`src/rtl/traffic_pkg.sv`:
```
// Shared state codes, lamp encodings and default phase durations for the
// intersection scheduler.
package traffic_pkg;

  typedef enum logic [2:0] {
    S_MAIN_G  = 3'd0,
    S_MAIN_Y  = 3'd1,
    S_RED_A   = 3'd2,
    S_CROSS_G = 3'd3,
    S_CROSS_Y = 3'd4,
    S_RED_B   = 3'd5
  } state_t;

  localparam logic [2:0] LAMP_G = 3'b001;
  localparam logic [2:0] LAMP_Y = 3'b010;
  localparam logic [2:0] LAMP_R = 3'b100;

  localparam int DEF_MAIN_MIN_G = 15;
  localparam int DEF_MAIN_Y     = 3;
  localparam int DEF_CROSS_G    = 10;
  localparam int DEF_CROSS_Y    = 3;
  localparam int DEF_ALL_RED    = 1;
  localparam int DEF_CNT_W      = 5;

  // {main, cross} lamp pair shown while in state s
  function automatic logic [5:0] lamps(state_t s);
    case (s)
      S_MAIN_G:  return {LAMP_G, LAMP_R};
      S_MAIN_Y:  return {LAMP_Y, LAMP_R};
      S_CROSS_G: return {LAMP_R, LAMP_G};
      S_CROSS_Y: return {LAMP_R, LAMP_Y};
      default:   return {LAMP_R, LAMP_R};
    endcase
  endfunction

endpackage

```
`src/rtl/phase_timer.sv`:
```
// Tick-enabled phase counter with synchronous clear; optionally saturates at
// the terminal value instead of running past it.
module phase_timer #(
  parameter int CNT_W = 5
) (
  input  logic             iClk,
  input  logic             iRstN,
  input  logic             tick,
  input  logic             clr,
  input  logic             sat_en,
  input  logic [CNT_W-1:0] term,
  output logic             expire
);

  logic [CNT_W-1:0] cnt;
  logic             at_term;

  assign at_term = (cnt == term);
  assign expire  = tick && at_term;

  always_ff @(posedge iClk or negedge iRstN) begin
    if (!iRstN)                        cnt <= '0;
    else if (clr)                      cnt <= '0;
    else if (tick && !(sat_en && at_term)) cnt <= cnt + 1'b1;
  end

endmodule

```
`src/rtl/intersection_scheduler.sv`:
```
// Demand-driven main/cross phase scheduler: main rests green, cross is served
// on latched requests, all-red clearance between roads, preempt favours main.
module intersection_scheduler
  import traffic_pkg::*;
#(
  parameter int MAIN_MIN_G = DEF_MAIN_MIN_G,
  parameter int MAIN_Y     = DEF_MAIN_Y,
  parameter int CROSS_G    = DEF_CROSS_G,
  parameter int CROSS_Y    = DEF_CROSS_Y,
  parameter int ALL_RED    = DEF_ALL_RED,
  parameter int CNT_W      = DEF_CNT_W
) (
  input  logic       iClk,
  input  logic       iRstN,
  input  logic       tick,
  input  logic       cross_req,
  input  logic       ped_req,
  input  logic       preempt,
  output logic [2:0] main_st,
  output logic [2:0] cross_st,
  output logic       ped_walk,
  output logic [2:0] phase,
  output logic       req_pending
);

  state_t           state, state_n;
  logic [CNT_W-1:0] term;
  logic             expire, clr, entering;
  logic             veh_lat, ped_lat;

  assign req_pending = veh_lat | ped_lat;
  assign phase       = state;
  assign clr         = (state_n != state);
  assign entering    = (state_n == S_CROSS_G) && (state != S_CROSS_G);

  always_comb begin
    term = '0;
    case (state)
      S_MAIN_G:  term = CNT_W'(MAIN_MIN_G - 1);
      S_MAIN_Y:  term = CNT_W'(MAIN_Y - 1);
      S_CROSS_G: term = CNT_W'(CROSS_G - 1);
      S_CROSS_Y: term = CNT_W'(CROSS_Y - 1);
      default:   term = CNT_W'(ALL_RED - 1);
    endcase
  end

  // In MAIN_G the counter parks at its terminal value, so expire there means
  // "minimum green served and a tick arrived".
  phase_timer #(.CNT_W(CNT_W)) u_timer (
    .iClk   (iClk),
    .iRstN  (iRstN),
    .tick   (tick),
    .clr    (clr),
    .sat_en (state == S_MAIN_G),
    .term   (term),
    .expire (expire)
  );

  always_ff @(posedge iClk or negedge iRstN) begin
    if (!iRstN) state <= S_MAIN_G;
    else        state <= state_n;
  end

  always_comb begin
    state_n = state;
    case (state)
      S_MAIN_G:  if (expire && req_pending && !preempt) state_n = S_MAIN_Y;
      S_MAIN_Y:  if (expire) state_n = S_RED_A;
      S_RED_A:   if (expire) state_n = preempt ? S_MAIN_G : S_CROSS_G;
      S_CROSS_G: if (expire || (tick && preempt)) state_n = S_CROSS_Y;
      S_CROSS_Y: if (expire) state_n = S_RED_B;
      S_RED_B:   if (expire) state_n = S_MAIN_G;
      default:   state_n = S_MAIN_G;
    endcase
  end

  // A request present on the CROSS_G entry edge survives the clear.
  always_ff @(posedge iClk or negedge iRstN) begin
    if (!iRstN) begin
      veh_lat  <= 1'b0;
      ped_lat  <= 1'b0;
      ped_walk <= 1'b0;
      main_st  <= LAMP_G;
      cross_st <= LAMP_R;
    end else begin
      veh_lat  <= cross_req | (veh_lat & ~entering);
      ped_lat  <= ped_req   | (ped_lat & ~entering);
      if (entering)                  ped_walk <= ped_lat | ped_req;
      else if (state_n != S_CROSS_G) ped_walk <= 1'b0;
      {main_st, cross_st} <= lamps(state_n);
    end
  end

endmodule

```
`config.mk`:
```
export PLATFORM = sky130hd
export DESIGN_NAME = intersection_scheduler
export DESIGN_NICKNAME = d
export VERILOG_FILES = /design/src/rtl/traffic_pkg.sv /design/src/rtl/phase_timer.sv /design/src/rtl/intersection_scheduler.sv
export SDC_FILE = /design/constraint.sdc
export NUM_CORES = 1
export LEC_CHECK = 0
export CORE_MARGIN = 2
export CORE_UTILIZATION = 52
export CTS_CLUSTER_SIZE = 28
export DETAILED_ROUTE_END_ITERATION = 6
export GPL_ROUTABILITY_DRIVEN = 0
export MAX_ROUTING_LAYER = met4
export PLACE_DENSITY = 0.84
export SETUP_SLACK_MARGIN = 0.02
export SLEW_MARGIN = 20
export SYNTH_ARGS = -nofsm -noshare
export SYNTH_HDL_FRONTEND = slang
export SYNTH_SLANG_ARGS = --single-unit
export TNS_END_PERCENT = 10
```
`constraint.sdc`:
```
create_clock -name iClk -period 2.2 [get_ports iClk]
set_clock_uncertainty 0.2 [all_clocks]
set_input_delay 0.66 -clock iClk [delete_from_list [all_inputs] [get_ports iClk]]
set_output_delay 0.66 -clock iClk [all_outputs]
set_load 0.02 [all_outputs]
```
== Word-level counts from Yosys, hierarchy flattened ==
Index checks and enable logic that the tools add are counted.
Operators by class
  $add $sub $neg: 1
  equality and inequality tests: 12
  mux-type cells: 14
  bitwise operators: 7
  reductions and logical operators: 15
Operator list (count)
  $pmux 6 s4: 1
  $mux 3: 6
  $pmux 3 s6: 1
  $pmux 4 s3: 1
  $mux 5: 2
  $eq 3x2->1 const B: 3
  $eq 3x3->1 const B: 3
  $logic_and 1x1->1: 7
  $eq 3x1->1 const B: 2
  $logic_not 3->1: 2
  $ne 3x2->1 const B: 2
  $add 5x1->5 const B: 1
  $eq 5x4->1: 1
  $or 1x1->1: 4
  $reduce_bool 2->1: 2
  $ne 3x3->1: 1
  $and 1x1->1: 2
  $logic_not 1->1: 2
  $mux 1: 2
  $mux 2: 1
  $reduce_or 2->1: 1
  $logic_or 1x1->1: 1
  $not 1->1: 1
Word-level totals
  register bits after elaboration: 17
  input port bits: 6
  output and inout bits: 11
  logic and storage cells: 56

== Logic depth before layout (Yosys ltp) ==
Gate-level depths: netlist (run 1).
  depth in word-level cells: 14
  gate-level depth with buffers: 8
  depth with buffers taken out: 6

== Hierarchy ==
From an unflattened synthesis (run 1), not the netlist that was laid out.
Unflattened totals
  cell total of the unflattened synthesis: 95
  area total of the unflattened synthesis: 935.9 sq um
Modules (own cells, without submodules)
  intersection_scheduler: instances 1, cells each 63, area each 625.6 sq um, sequential area each 302.8 sq um
  phase_timer: instances 1, cells each 32, area each 310.3 sq um, sequential area each 125.1 sq um

== Least setup slack after synthesis (run 1) ==
OpenSTA, ideal clock, no wires.
  path type: register to register
  start: reg state[2] (netlist: phase[2])
  end: reg cross_st[1]
  setup time: 0.122 ns
  arrival time: 1.721 ns
  data required time: 1.878 ns
  setup slack: 0.157 ns
  cell stages (with the launch flop): 9
  buffers on the path: 2
  period minus slack after synthesis: 2.043 ns
  path through: dfrtp_1 buf_2 nand4b_1 o21ai_1 o21a_2 and2_4 buf_6 o21a_1 a32o_1
Between the ends
  longest elaborated chain between the ends: 11
  elaborated cells on any way between the ends: 25
  those cells by class: 9 x eq/ne; 9 x mux; 7 x reduce/logical
RTL lines
  start: declaration: line intersection_scheduler.sv:26  | state_t state, state_n;
  start signal: assignment: line intersection_scheduler.sv:61  | else state <= state_n;
  $eq 3x3->1 / $eq 3x1->1 (equally long branches): line intersection_scheduler.sv:38, intersection_scheduler.sv:66
  $reduce_or 2->1 (no source line)
  $pmux 4 s3: line intersection_scheduler.sv:38  | case (state)
  $eq 5x4->1: line phase_timer.sv:18  | assign at_term = (cnt == term);
  $logic_and 1x1->1: line phase_timer.sv:19  | assign expire = tick && at_term;
  $logic_and 1x1->1 (2 in series): line intersection_scheduler.sv:67  | S_MAIN_G: if (expire && req_pending && !preempt) state_n = S_MAIN_Y;
  $mux 3: line intersection_scheduler.sv:67
  $pmux 3 s6 *: line intersection_scheduler.sv:66  | case (state)
  $eq 3x3->1 (tied with other cells): line traffic_pkg.sv:27  | case (s)
  $pmux 6 s4 *: line traffic_pkg.sv:27
  end signal: assignment: line intersection_scheduler.sv:90  | {main_st, cross_st} <= lamps(state_n);
  end: declaration: line intersection_scheduler.sv:20  | output logic [2:0] cross_st,
Mark *: on every way between the ends. The rest lies on a longest branch, timed or not.
A chain may end at the register's enable or synchronous reset.

== Worst setup path after layout (run 1) ==
  start: reg ped_walk
  end: out ped_walk
RTL lines
  start: declaration: line intersection_scheduler.sv:21  | output logic ped_walk,
  start signal: assignment: line intersection_scheduler.sv:88  | if (entering) ped_walk <= ped_lat | ped_req;
No word-level cell between the ends.

==> results of run 1 <==
-- cell type report --
type	instances	area [sq um]	share of cell area, %
multi-input cells	91	594	44.7
repair buffers	26	228	17.1
clock inverters	1	5.00	0.376
clock buffers	3	22.5	1.69
flip-flops and latches	17	432	32.5
inverters	4	15.0	1.13
well taps	27	33.8	2.54
-- metrics by stage --
| stage | utilization (%) | std cells | power, W | cell area [sq um] | hold slack [ps] |
|---|---|---|---|---|---|
| global placement | 66.5 | 165 | 0.00148 | 1300 | 260 |
| finish | 67.8 | 169 | 0.00168 | 1330 | 313 |
| detailed placement | 66.5 | 165 | 0.00151 | 1300 | 269 |
| global route | 67.8 | 169 | 0.00180 | 1330 | 332 |
| floorplan | - | 121 | 0.00125 | 1090 | 164 |
| CTS | 67.6 | 169 | 0.00167 | 1330 | 293 |
-- power by group through the flow --
stage | clock network (W) | registers [W] | logic [W]
after floorplan | 0 | 0.000574 | 0.000676
after global placement | 0 | 0.000554 | 0.000927
after detailed placement | 0 | 0.000565 | 0.000945
after CTS | 0.000175 | 0.000558 | 0.000932
after global routing | 0.000192 | 0.000585 | 0.00102
final | 0.000174 | 0.000564 | 0.000940
-- kinds of logic after synthesis --
group,Yosys count
and+or+nand+nor,44
AOI/OAI and AO/OA,41
DFF,17
buffers and inverters,13
muxes,3
xor gates and xnor gates,2
adders and majority gates,1
-- flip-flops by register name, summed over array words and instances, names as in the netlist --
register	flops
u_timer.cnt	5
cross_st	3
main_st	3
phase	3
ped_lat	1
ped_walk	1
veh_lat	1
-- metal layers --
metal | up-vias | track usage [%] | wire, um
li1 | 489 | - | -
met2 | 53 | 33.3 | 1160
met3 | 7 | 4.55 | 201
met1 | 477 | 31.5 | 1110
met4 | 0 | 7.41 | 28
met5 | - | - | 0
-- worst min path at each step --
stage                                 start               endpoint  cells after the start
final                     veh_lat$_DFF_PN0_      veh_lat$_DFF_PN0_                      1
after global routing      veh_lat$_DFF_PN0_      veh_lat$_DFF_PN0_                      1
after CTS                 veh_lat$_DFF_PN0_      veh_lat$_DFF_PN0_                      1
after detailed placement  veh_lat$_DFF_PN0_      veh_lat$_DFF_PN0_                      1
after global placement    veh_lat$_DFF_PN0_      veh_lat$_DFF_PN0_                      1
after floorplan                       iRstN  cross_st[0]$_DFF_PN0_                      0
-- timing repair --
action,in CTS,in global routing
gates resized for setup,8,2
setup endpoints to repair,6,10
pin swaps,0,0
-- cell usage in the layout, fill, tap and decap left out, types with 3 or more instances in the layout --
cell type / n
dfrtp_1: 12
a21oi_1: 10
clkdlybuf4s50_1: 10
buf_4: 10
nor2_1: 9
nand2_1: 7
o21ai_1: 7
nor3_1: 6
dlygate4sd2_1: 6
inv_1: 4
nand2b_1: 4
a31oi_1: 3
mux2i_1: 3
clkbuf_4: 3
dfrtp_2: 3
==> reports/qor.json, run 1 <==
{
  "run_status": {
    "result_of_the_run": "finished clean"
  },
  "timing": {
    "hold_viol": 0,
    "slew_headroom_pct": 70.3,
    "timing.final.crit_period_ps": 2130,
    "setup_viol_count_final": 0,
    "max_freq_mhz": 470,
    "setup-tns-final_ps": 0,
    "finalCritPeriodShare_pct": 96.7,
    "setup_slack_ps": 71.9,
    "final_max_slew_viol_count": 0,
    "worstMarginPinSlew_ps": 445,
    "setup_repair_after_global_routing_missed_its_margin": "false"
  },
  "synthesis": {
    "synthMuxAreaShare_pct": 2.76,
    "synth_compound_gate_area_share_pct": 25.1,
    "yosys_warnings": 0,
    "yosysSeqAreaShare_pct": 39.3,
    "postSynthNetCount": 128,
    "netlist_top_cells_area": "dfrtp_1 34%, dfstp_2 4.8%, a21oi_1 4.6%",
    "synth_simple_gate_area_share_pct": 23.8,
    "share_of_synthesized_cell_area_in_full_adder_half_adder_and_majority_cells_pct": 1.15,
    "postSynthRegisterBits": 17,
    "synthesis.instances": 121,
    "synth-edff-count": 0,
    "netlist-cell-type-count": 44,
    "yosys_most_used_dff": "dfrtp_1",
    "syn_area_sq_um": 1090,
    "synth_xor_area_share_pct": 1.61,
    "async_reset_ff_share_pct": 100,
    "synth_largest_type_area_fraction_pct": 34.5,
    "yosys.area.top_type": "dfrtp_1",
    "yosysMostFrequentCell": "dfrtp_1",
    "syn_area_per_cell_sq_um": 9.00,
    "combinational_family_with_the_most_area_after_synthesis": "compound AO/OA/AOI/OAI gates",
    "post_synth_most_frequent_cells": "15 x dfrtp_1, 10 x a21oi_1, 10 x nor2_1"
  },
  "die": {
    "std_cell_rows": 16,
    "die_area_sq_um": 2480,
    "die-height_um": 49.8,
    "core_region_area_sq_um": 1960,
    "ios": 17,
    "die_width_um": 49.8,
    "initial_utilization_pct": 55.5
  },
  "worst_setup_path": {
    "critical_path_buf_inv_count": 1,
    "endpoint": "ped_walk",
    "timing.critical_path.from": "ped_walk$_DFFE_PN0P_",
    "timing.critical_path.slowest_stage_cell": "clkdlybuf4s50_1",
    "worstSetupPathDepth": 1,
    "critical_path.top_delay_family": "buffers and inverters",
    "crit_type": "reg2out",
    "critical_path_arrival_ps": 1270,
    "max_stage_delay_ps": 600,
    "worstPathMaxFanout": 2,
    "reg2regPathDepth": 6,
    "timing.reg2reg.setup_slack_ps": 150,
    "r2r-end": "veh_lat$_DFF_PN0_",
    "required_ps": 1340,
    "setup.worst_path.start_class": "register",
    "timing.critical_path.cells": "clkdlybuf4s50_1",
    "crit-reg2reg-launch": "phase[0]$_DFF_PN0_",
    "worst_setup_path_end_kind": "output port"
  },
  "cts": {
    "clk_latency_ps": 300,
    "tritoncts_clock_tree": "yes",
    "clock_tree.buffer_depth": 2,
    "post-cts-setup-buffer-count": 0,
    "worst_setup_hold_path_clk_slew_ps": 110,
    "numCtsBuffers": 3,
    "clkSinkCount": 17,
    "h-tree-depth": 1,
    "root_buffer": "clkbuf_4",
    "ctsHoldBuffers": 0
  },
  "placed_design": {
    "hpwl_mm": 1.85,
    "post_placement_setup_slack_ps": 4.19,
    "placement.io_buffers": 16
  },
  "routing": {
    "drt_first_iter_violations": 57,
    "routed_wire_length_per_instance_um": 14.8,
    "vias": 1026,
    "antenna_left": 0,
    "wl_mm": 2.50,
    "via_per_inst": 6.07,
    "drtPass1Iterations": 4,
    "drt_drc_violations_left": 0
  },
  "cells_and_area": {
    "nNetsFinal": 150,
    "number_of_antenna_diodes": 0,
    "post_route_cells_drive_above_1_share_pct": 19.0,
    "layout.filler_cells": 176,
    "synthToLayoutAreaGrowth_pct": 22.2
  },
  "pwr": {
    "power-per-cell-area_nw_per_um2": 1260,
    "power_frac_seq_pct": 33.6,
    "power.share.clock_pct": 10.4,
    "netSwitchingFraction_pct": 46.3,
    "intPower_w": 0.000901,
    "total_leakage_power_nw": 0.567,
    "max-vdd-ir-drop_v": 0.000865,
    "power_switching_w": 0.000778,
    "combPwrFrac_pct": 56.0
  },
  "global_route": {
    "grt.total_usage_pct": 22.7,
    "antenna_found_initial": 0,
    "vias_in_the_first_global_route": 918,
    "grt_first_pass_wirelength_mm": 4.24,
    "grt_max_degree": 16,
    "gr-total-overflow": 0
  },
  "min_path": {
    "hp-class": "reg2reg"
  },
  "run": {
    "maxCapViolCount": 0
  }
}
Note: power is estimated with default switching activity, not from simulation.
==> run 2: changes to the inputs <==
--- a/config.mk
+++ b/config.mk
@@ -6,12 +6,12 @@
 export NUM_CORES = 1
 export LEC_CHECK = 0
 export CORE_MARGIN = 2
-export CORE_UTILIZATION = 52
+export CORE_UTILIZATION = 25
 export CTS_CLUSTER_SIZE = 28
 export DETAILED_ROUTE_END_ITERATION = 6
 export GPL_ROUTABILITY_DRIVEN = 0
 export MAX_ROUTING_LAYER = met4
-export PLACE_DENSITY = 0.84
+export PLACE_DENSITY = 0.49
 export SETUP_SLACK_MARGIN = 0.02
 export SLEW_MARGIN = 20
 export SYNTH_ARGS = -nofsm -noshare
==> run 2 against run 1 <==
- register-to-register slack lost 60 ps
- hold slack lost 21 ps
- final cell count grew 16%
- sequential power is 2% lower
- largest cell class unchanged
- critical path depth rose by 5
- highest routed layer unchanged
- non-clock buffer count grew 4
==> reports/qor.json, run 2 (synthesis gave the netlist of run 1 again) <==
{
  "timing": {
    "timing.final.crit_period": {"value": 2110, "unit": "ps", "change": "-18.6 ps"},
    "setup_repair_after_global_routing_missed_its_margin": "true",
    "final_max_slew_viol_count": {"value": 0, "change": "unchanged"},
    "setup_viol_count_final": {"value": 0, "change": "unchanged"},
    "worstMarginPinSlew": {"value": 280, "unit": "ps", "change": "-165 ps"},
    "finalCritPeriodShare": {"value": 95.9, "unit": "%", "change": "-0.85 points"},
    "slew_headroom": {"value": 81.2, "unit": "%", "change": "+11 points"},
    "max_freq": {"value": 474, "unit": "MHz", "change": "+0.88%"},
    "finalHoldWorstSlack": {"value": 293, "unit": "ps", "change": "-20.9 ps"},
    "hold_viol": {"value": 0, "change": "unchanged"}
  },
  "global_route": {
    "gr-total-overflow": {"value": 0, "change": "unchanged"},
    "grt_first_pass_wirelength": {"value": 4.89, "unit": "mm", "change": "+15%"},
    "antenna_found_initial": {"value": 0, "change": "unchanged"},
    "grt_max_degree": {"value": 18, "change": "+2"},
    "grt.total_usage": {"value": 12.6, "unit": "%", "change": "-10 points"},
    "vias_in_the_first_global_route": {"value": 1039, "change": "+13%"}
  },
  "die": {
    "initial_utilization": {"value": 26.6, "unit": "%", "change": "-29 points"},
    "ios": {"value": 17, "change": "unchanged"},
    "die-height": {"value": 70.0, "unit": "um", "change": "+41%"},
    "std_cell_rows": {"value": 23, "change": "+7"},
    "die_area": {"value": 4900, "unit": "sq um", "change": "+98%"},
    "die_width": {"value": 70.0, "unit": "um", "change": "+41%"},
    "core_region_area": {"value": 4090, "unit": "sq um", "change": "+110%"}
  },
  "cts": {
    "numCtsBuffers": {"value": 3, "change": "unchanged"},
    "ctsHoldBuffers": {"value": 0, "change": "unchanged"},
    "post-cts-setup-buffer-count": {"value": 0, "change": "unchanged"},
    "h-tree-depth": {"value": 1, "change": "unchanged"},
    "tritoncts_clock_tree": "yes",
    "clk_latency": {"value": 260, "unit": "ps", "change": "-40 ps"},
    "worst_setup_hold_path_clk_slew": {"value": 70, "unit": "ps", "change": "-40 ps"},
    "root_buffer": "clkbuf_8",
    "clkSinkCount": {"value": 17, "change": "unchanged"},
    "clock_tree.buffer_depth": {"value": 2, "change": "unchanged"}
  },
  "worst_setup_path": {
    "worstPathMaxFanout": {"value": 13, "change": "+11"},
    "critical_path_arrival": {"value": 2050, "unit": "ps", "change": "+780 ps"},
    "timing.critical_path.cells": "nand2b_1 > a31oi_1 > o21a_2 > and2_4 > nand4_2 > a21o_1",
    "max_stage_delay": {"value": 490, "unit": "ps", "change": "-110 ps"},
    "required": {"value": 2140, "unit": "ps", "change": "+800 ps"},
    "r2r-end": "veh_lat$_DFF_PN0_",
    "crit-reg2reg-launch": "phase[1]$_DFF_PN0_",
    "timing.reg2reg.setup_slack": {"value": 90, "unit": "ps", "change": "-60 ps"},
    "reg2regPathDepth": {"value": 6, "change": "unchanged"},
    "setup.worst_path.start_class": "register",
    "timing.critical_path.slowest_stage_cell": "dfrtp_2",
    "worst_setup_path_end_kind": "register",
    "crit_type": "reg2reg"
  },
  "run_status": {
    "result_of_the_run": "finished clean"
  },
  "min_path": {
    "worstHoldEndpoint": "veh_lat$_DFF_PN0_",
    "hp-class": "reg2reg",
    "worst_hold_startpoint": "veh_lat$_DFF_PN0_",
    "hold_path_depth": {"value": 1, "change": "unchanged"}
  },
  "routing": {
    "antenna_left": {"value": 0, "change": "unchanged"},
    "vias": {"value": 1046, "change": "+1.9%"},
    "drt_drc_violations_left": {"value": 0, "change": "unchanged"},
    "drtPass1Iterations": {"value": 4, "change": "unchanged"},
    "via_per_inst": {"value": 5.34, "change": "-12%"},
    "drt_first_iter_violations": {"value": 62, "change": "+8.8%"},
    "routed_wire_length_per_instance": {"value": 15.1, "unit": "um", "change": "+2.1%"},
    "wl": {"value": 2.95, "unit": "mm", "change": "+18%"}
  },
  "placed_design": {
    "dp.cells": {"value": 192, "change": "+16%"},
    "placement.io_buffers": {"value": 16, "change": "unchanged"},
    "hpwl": {"value": 2.07, "unit": "mm", "change": "+12%"}
  },
  "cells_and_area": {
    "multi_input_comb_area": {"value": 592, "unit": "sq um", "change": "-0.42%"},
    "layout_commonest_cell": "buf_4",
    "post_route_cells_drive_above_1_share": {"value": 19.9, "unit": "%", "change": "+0.85 points"},
    "commonest_cells_after_routing_fill_and_taps_aside": "14 x buf_4, 12 x dfrtp_1, 10 x nor2_1, 10 x a21oi_1, 10 x clkdlybuf4s50_1",
    "largest_register_ff_count": {"value": 5, "change": "unchanged"},
    "nNetsFinal": {"value": 154, "change": "+2.7%"},
    "number_of_antenna_diodes": {"value": 0, "change": "unchanged"},
    "synthToLayoutAreaGrowth_pct": 29.0,
    "final-seq-area": {"value": 432, "unit": "sq um", "change": "unchanged"},
    "post_layout_nonfiller_instances": {"value": 196, "change": "+16%"},
    "layout.filler_cells": {"value": 441, "change": "+150%"},
    "largest_register": "u_timer.cnt"
  },
  "pwr": {
    "max-vdd-ir-drop": {"value": 0.000465, "unit": "V", "change": "-46%"},
    "power": {"value": 0.00179, "unit": "W", "change": "+6.7%"},
    "power-per-cell-area": {"value": 1280, "unit": "nW/um^2", "change": "+1.1%"},
    "total_leakage_power": {"value": 0.592, "unit": "nW", "change": "+4.5%"}
  },
  "run": {
    "maxCapViolCount": {"value": 0, "change": "unchanged"}
  }
}
[run 2: changes by cell type in the layout (fill, tap and decap cells not counted), sizes merged]
cell	before	now
clkbuf	3	4
buf	10	14
clkinv	1	0
[run 2: timing repair]
action                                 CTS  global route
resized for setup                        8             1
setup endpoints to repair                6             4
endpoints found under the hold margin    0             0
[run 2: how the worst max path moves through the flow]
stage	slack, ps	end	startpoint	depth (start not counted)
6_report	90	veh_lat$_DFF_PN0_	phase[1]$_DFF_PN0_	6
2_1_floorplan	160	cross_st[1]$_DFF_PN0_	phase[2]$_DFF_PN0_	8
4_1_cts	100	veh_lat$_DFF_PN0_	phase[1]$_DFF_PN0_	6
5_1_grt	-8	main_st[0]$_DFF_PN1_	phase[2]$_DFF_PN0_	7
3_5_place_dp	20	main_st[2]$_DFF_PN0_	tick	5
3_3_place_gp	50	u_timer.cnt[2]$_DFFE_PN0P_	tick	6
[run 2: critical path, delay by kind of cell, from the launching register on]
family             cells  cell delay (ps)
AOI/OAI and AO/OA      3              690
and+or+nand+nor        3              610
DFF                    1              490
[run 2: routing by layer]
layer | part of all wire, % | GRT usage (%)
met3 | 4.1 | 3.03
met1 | 45 | 15.1
met5 | 0 | -
met2 | 48 | 20.0
met4 | 2.7 | 6.20
[run 2: cell type report]
| class | count | share of cell area (%) |
|---|---|---|
| flip-flops and latches | 17 | 30.7 |
| multi-input cells | 91 | 42.2 |
| well taps | 50 | 4.46 |
| clock buffers | 4 | 3.21 |
| inverters | 4 | 1.07 |
| repair buffers | 30 | 18.4 |
[run 2: through the flow]
step	setup TNS (ps)	instance area (sq um)	setup slack [ps]	util, %
final	0	1400	90.5	34.4
after global routing	-7.81	1400	-7.81	34.4
after global placement	0	1360	48.1	33.3
after detailed placement	0	1360	23.1	33.3
after CTS	0	1400	101	34.3
after floorplan	0	1090	157	-
[run 2: power by group]
group          internal [W]  switching [W]
Clock              0.000129       0.000107
Combinational      0.000419       0.000585
Sequential         0.000429       0.000121
Total              0.000977       0.000814
==> run 3: changes to the inputs <==
--- a/config.mk
+++ b/config.mk
@@ -6,12 +6,12 @@
 export NUM_CORES = 1
 export LEC_CHECK = 0
 export CORE_MARGIN = 2
-export CORE_UTILIZATION = 25
+export CORE_UTILIZATION = 45
 export CTS_CLUSTER_SIZE = 28
 export DETAILED_ROUTE_END_ITERATION = 6
 export GPL_ROUTABILITY_DRIVEN = 0
 export MAX_ROUTING_LAYER = met4
-export PLACE_DENSITY = 0.49
+export PLACE_DENSITY = 0.75
 export SETUP_SLACK_MARGIN = 0.02
 export SLEW_MARGIN = 20
 export SYNTH_ARGS = -nofsm -noshare
==> run 3 against run 2 <==
- final area fell by 1.7%
- non-clock buffer count rose by 2
- count of clock-buffer cells in the layout fell by 1
- power fell by 4.2%
- core utilization rose by 27 points
- critical path type is now reg2out
- combinational power barely moved
- sequential cell count did not move
- sequential power rose by 1%
- routed wire length fell by 14%
- critical endpoint is now ped_walk
- sequential share of layout area rose by 0.53 points
- setup slack barely moved
- critical path depth fell by 5
- largest power group unchanged
==> reports/qor.json, run 3 (synthesis gave the netlist of run 1 again) <==
{
  "timing": {
    "timing.final.crit_period": {"value": 2110, "unit": "ps", "change": "+0.414 ps"},
    "finalCritPeriodShare": {"value": 95.9, "unit": "%", "change": "about the same"},
    "setup-tns-final": {"value": 0, "unit": "ps", "change": "unchanged"},
    "hold_viol": {"value": 0, "change": "unchanged"},
    "slew_headroom": {"value": 81.7, "unit": "%", "change": "+0.51 points"},
    "max_freq": {"value": 474, "unit": "MHz", "change": "about the same"},
    "setup_viol_count_final": {"value": 0, "change": "unchanged"},
    "setup_repair_after_global_routing_missed_its_margin": "false",
    "worstMarginPinSlew": {"value": 272, "unit": "ps", "change": "-7.29 ps"},
    "final_max_slew_viol_count": {"value": 0, "change": "unchanged"}
  },
  "placed_design": {
    "placement.io_buffers": {"value": 16, "change": "unchanged"},
    "hpwl": {"value": 1.83, "unit": "mm", "change": "-12%"}
  },
  "worst_setup_path": {
    "crit-reg2reg-launch": "phase[1]$_DFF_PN0_",
    "critical_path.top_delay_family": "buffers and inverters",
    "worstPathMaxFanout": {"value": 2, "change": "-11"},
    "worst_setup_path_end_kind": "output port",
    "reg2regPathDepth": {"value": 6, "change": "unchanged"},
    "crit_type": "reg2out",
    "setup.worst_path.start_class": "register",
    "timing.critical_path.cells": "clkdlybuf4s50_1",
    "worstSetupPathDepth": {"value": 1, "change": "-5"},
    "timing.critical_path.slowest_stage_cell": "clkdlybuf4s50_1",
    "critical_path_arrival": {"value": 1250, "unit": "ps", "change": "-800 ps"},
    "timing.reg2reg.setup_slack": {"value": 120, "unit": "ps", "change": "+30 ps"},
    "r2r-end": "veh_lat$_DFF_PN0_",
    "critical_path_buf_inv_count": {"value": 1, "change": "+1"},
    "endpoint": "ped_walk",
    "required": {"value": 1340, "unit": "ps", "change": "-800 ps"},
    "timing.critical_path.from": "ped_walk$_DFFE_PN0P_",
    "max_stage_delay": {"value": 600, "unit": "ps", "change": "+110 ps"}
  },
  "cts": {
    "h-tree-depth": {"value": 1, "change": "unchanged"},
    "clkSinkCount": {"value": 17, "change": "unchanged"},
    "clock_tree.buffer_depth": {"value": 2, "change": "unchanged"},
    "root_buffer": "clkbuf_4",
    "numCtsBuffers": {"value": 3, "change": "unchanged"},
    "clk_latency": {"value": 300, "unit": "ps", "change": "+40 ps"},
    "ctsHoldBuffers": {"value": 0, "change": "unchanged"},
    "tritoncts_clock_tree": "yes",
    "worst_setup_hold_path_clk_slew": {"value": 100, "unit": "ps", "change": "+30 ps"}
  },
  "pwr": {
    "power.share.clock": {"value": 10.1, "unit": "%", "change": "-3.1 points"},
    "power_switching": {"value": 0.000783, "unit": "W", "change": "-3.8%"},
    "combPwrFrac": {"value": 57.5, "unit": "%", "change": "+1.4 points"},
    "power_frac_seq": {"value": 32.4, "unit": "%", "change": "+1.7 points"},
    "power-per-cell-area": {"value": 1240, "unit": "nW/um^2", "change": "-2.5%"},
    "total_leakage_power": {"value": 0.598, "unit": "nW", "change": "+1.0%"},
    "max-vdd-ir-drop": {"value": 0.000661, "unit": "V", "change": "+42%"},
    "intPower": {"value": 0.000934, "unit": "W", "change": "-4.4%"},
    "netSwitchingFraction": {"value": 45.6, "unit": "%", "change": "+0.15 points"}
  },
  "routing": {
    "antenna_left": {"value": 0, "change": "unchanged"},
    "routed_wire_length_per_instance": {"value": 14.4, "unit": "um", "change": "-4.2%"},
    "drt_drc_violations_left": {"value": 0, "change": "unchanged"},
    "vias": {"value": 1059, "change": "+1.2%"},
    "drtPass1Iterations": {"value": 4, "change": "unchanged"},
    "wl": {"value": 2.54, "unit": "mm", "change": "-14%"},
    "via_per_inst": {"value": 6.02, "change": "+13%"},
    "drt_first_iter_violations": {"value": 27, "change": "-56%"}
  },
  "global_route": {
    "gr-total-overflow": {"value": 0, "change": "unchanged"},
    "grt_max_degree": {"value": 18, "change": "unchanged"},
    "antenna_found_initial": {"value": 0, "change": "unchanged"},
    "grt.total_usage": {"value": 22.4, "unit": "%", "change": "+9.7 points"},
    "vias_in_the_first_global_route": {"value": 1031, "change": "-0.77%"},
    "grt_first_pass_wirelength": {"value": 4.44, "unit": "mm", "change": "-9.2%"}
  },
  "cells_and_area": {
    "layout_commonest_cell": "buf_4",
    "largest_register": "u_timer.cnt",
    "layout.filler_cells": {"value": 208, "change": "-53%"},
    "nNetsFinal": {"value": 156, "change": "+1.3%"},
    "synthToLayoutAreaGrowth_pct": 26.8,
    "number_of_antenna_diodes": {"value": 0, "change": "unchanged"},
    "commonest_cells_after_routing_fill_and_taps_aside": "16 x buf_4, 12 x dfrtp_1, 10 x nor2_1, 10 x a21oi_1, 10 x clkdlybuf4s50_1",
    "largest_register_ff_count": {"value": 5, "change": "unchanged"},
    "post_route_cells_drive_above_1_share": {"value": 22.3, "unit": "%", "change": "+2.4 points"},
    "postLayoutCoreUtil": {"value": 61.2, "unit": "%", "change": "+27 points"}
  },
  "die": {
    "core_region_area": {"value": 2250, "unit": "sq um", "change": "-45%"},
    "die_area": {"value": 2830, "unit": "sq um", "change": "-42%"},
    "std_cell_rows": {"value": 17, "change": "-26%"},
    "die-height": {"value": 53.2, "unit": "um", "change": "-24%"},
    "die_width": {"value": 53.2, "unit": "um", "change": "-24%"},
    "initial_utilization": {"value": 48.3, "unit": "%", "change": "+22 points"},
    "ios": {"value": 17, "change": "unchanged"}
  },
  "run_status": {
    "result_of_the_run": "finished clean"
  },
  "run": {
    "maxCapViolCount": {"value": 0, "change": "unchanged"}
  },
  "min_path": {
    "hp-class": "reg2reg"
  }
}
[run 3: per-stage QoR]
step / hold WS (ps) / power (W) / setup WS, ps / cell area, sq um / cells
floorplan: 164 / 0.00125 / 157 / 1090 / 121
global placement: 262 / 0.00149 / 45.5 / 1320 / 168
detailed placement: 288 / 0.00151 / 22.4 / 1320 / 168
CTS: 312 / 0.00168 / 75.2 / 1340 / 172
global route: 340 / 0.00186 / 22.6 / 1380 / 176
finish: 310 / 0.00172 / 90.1 / 1380 / 176
[run 3: cell type report]
class	instances	area, sq um	area share, %
Timing Repair Buffer	32	273	19.8
Clock inverter	1	5.00	0.363
Sequential cell	17	432	31.3
Multi-Input combinational cell	91	598	43.3
Tap cell	28	35.0	2.54
Clock buffer	3	22.5	1.63
Inverter	4	15.0	1.09
[run 3: worst min-delay path by stage]
stage | startpoint | slack [ps] | cells after the start | end
after detailed placement | ped_lat$_DFF_PN0_ | 290 | 1 | ped_lat$_DFF_PN0_
after floorplan | iRstN | 160 | 0 | cross_st[0]$_DFF_PN0_
final | ped_lat$_DFF_PN0_ | 310 | 1 | ped_lat$_DFF_PN0_
after CTS | ped_lat$_DFF_PN0_ | 310 | 1 | ped_lat$_DFF_PN0_
after global placement | veh_lat$_DFF_PN0_ | 260 | 1 | veh_lat$_DFF_PN0_
after global routing | veh_lat$_DFF_PN0_ | 340 | 1 | veh_lat$_DFF_PN0_
[run 3: repair_timing]
| action | in CTS | in global routing |
|---|---|---|
| buffers inserted | 0 | 4 |
| resized for setup | 9 | 1 |
| endpoints found under the setup margin | 9 | 4 |
[run 3: power by group through the flow]
stage	Sequential, W	Clock (W)	Combinational, W
after CTS	0.000558	0.000179	0.000942
after global placement	0.000556	0	0.000929
final	0.000557	0.000173	0.000986
after detailed placement	0.000562	0	0.000953
after floorplan	0.000574	0	0.000676
after global routing	0.000578	0.000191	0.00109
[run 3: per-layer routing]
layer,wire [um],global-route usage (%),up-vias
met1,1110,26.1,506
met3,163,3.67,7
met5,0,-,-
met2,1210,37.9,40
li1,-,-,506
met4,53,9.83,0
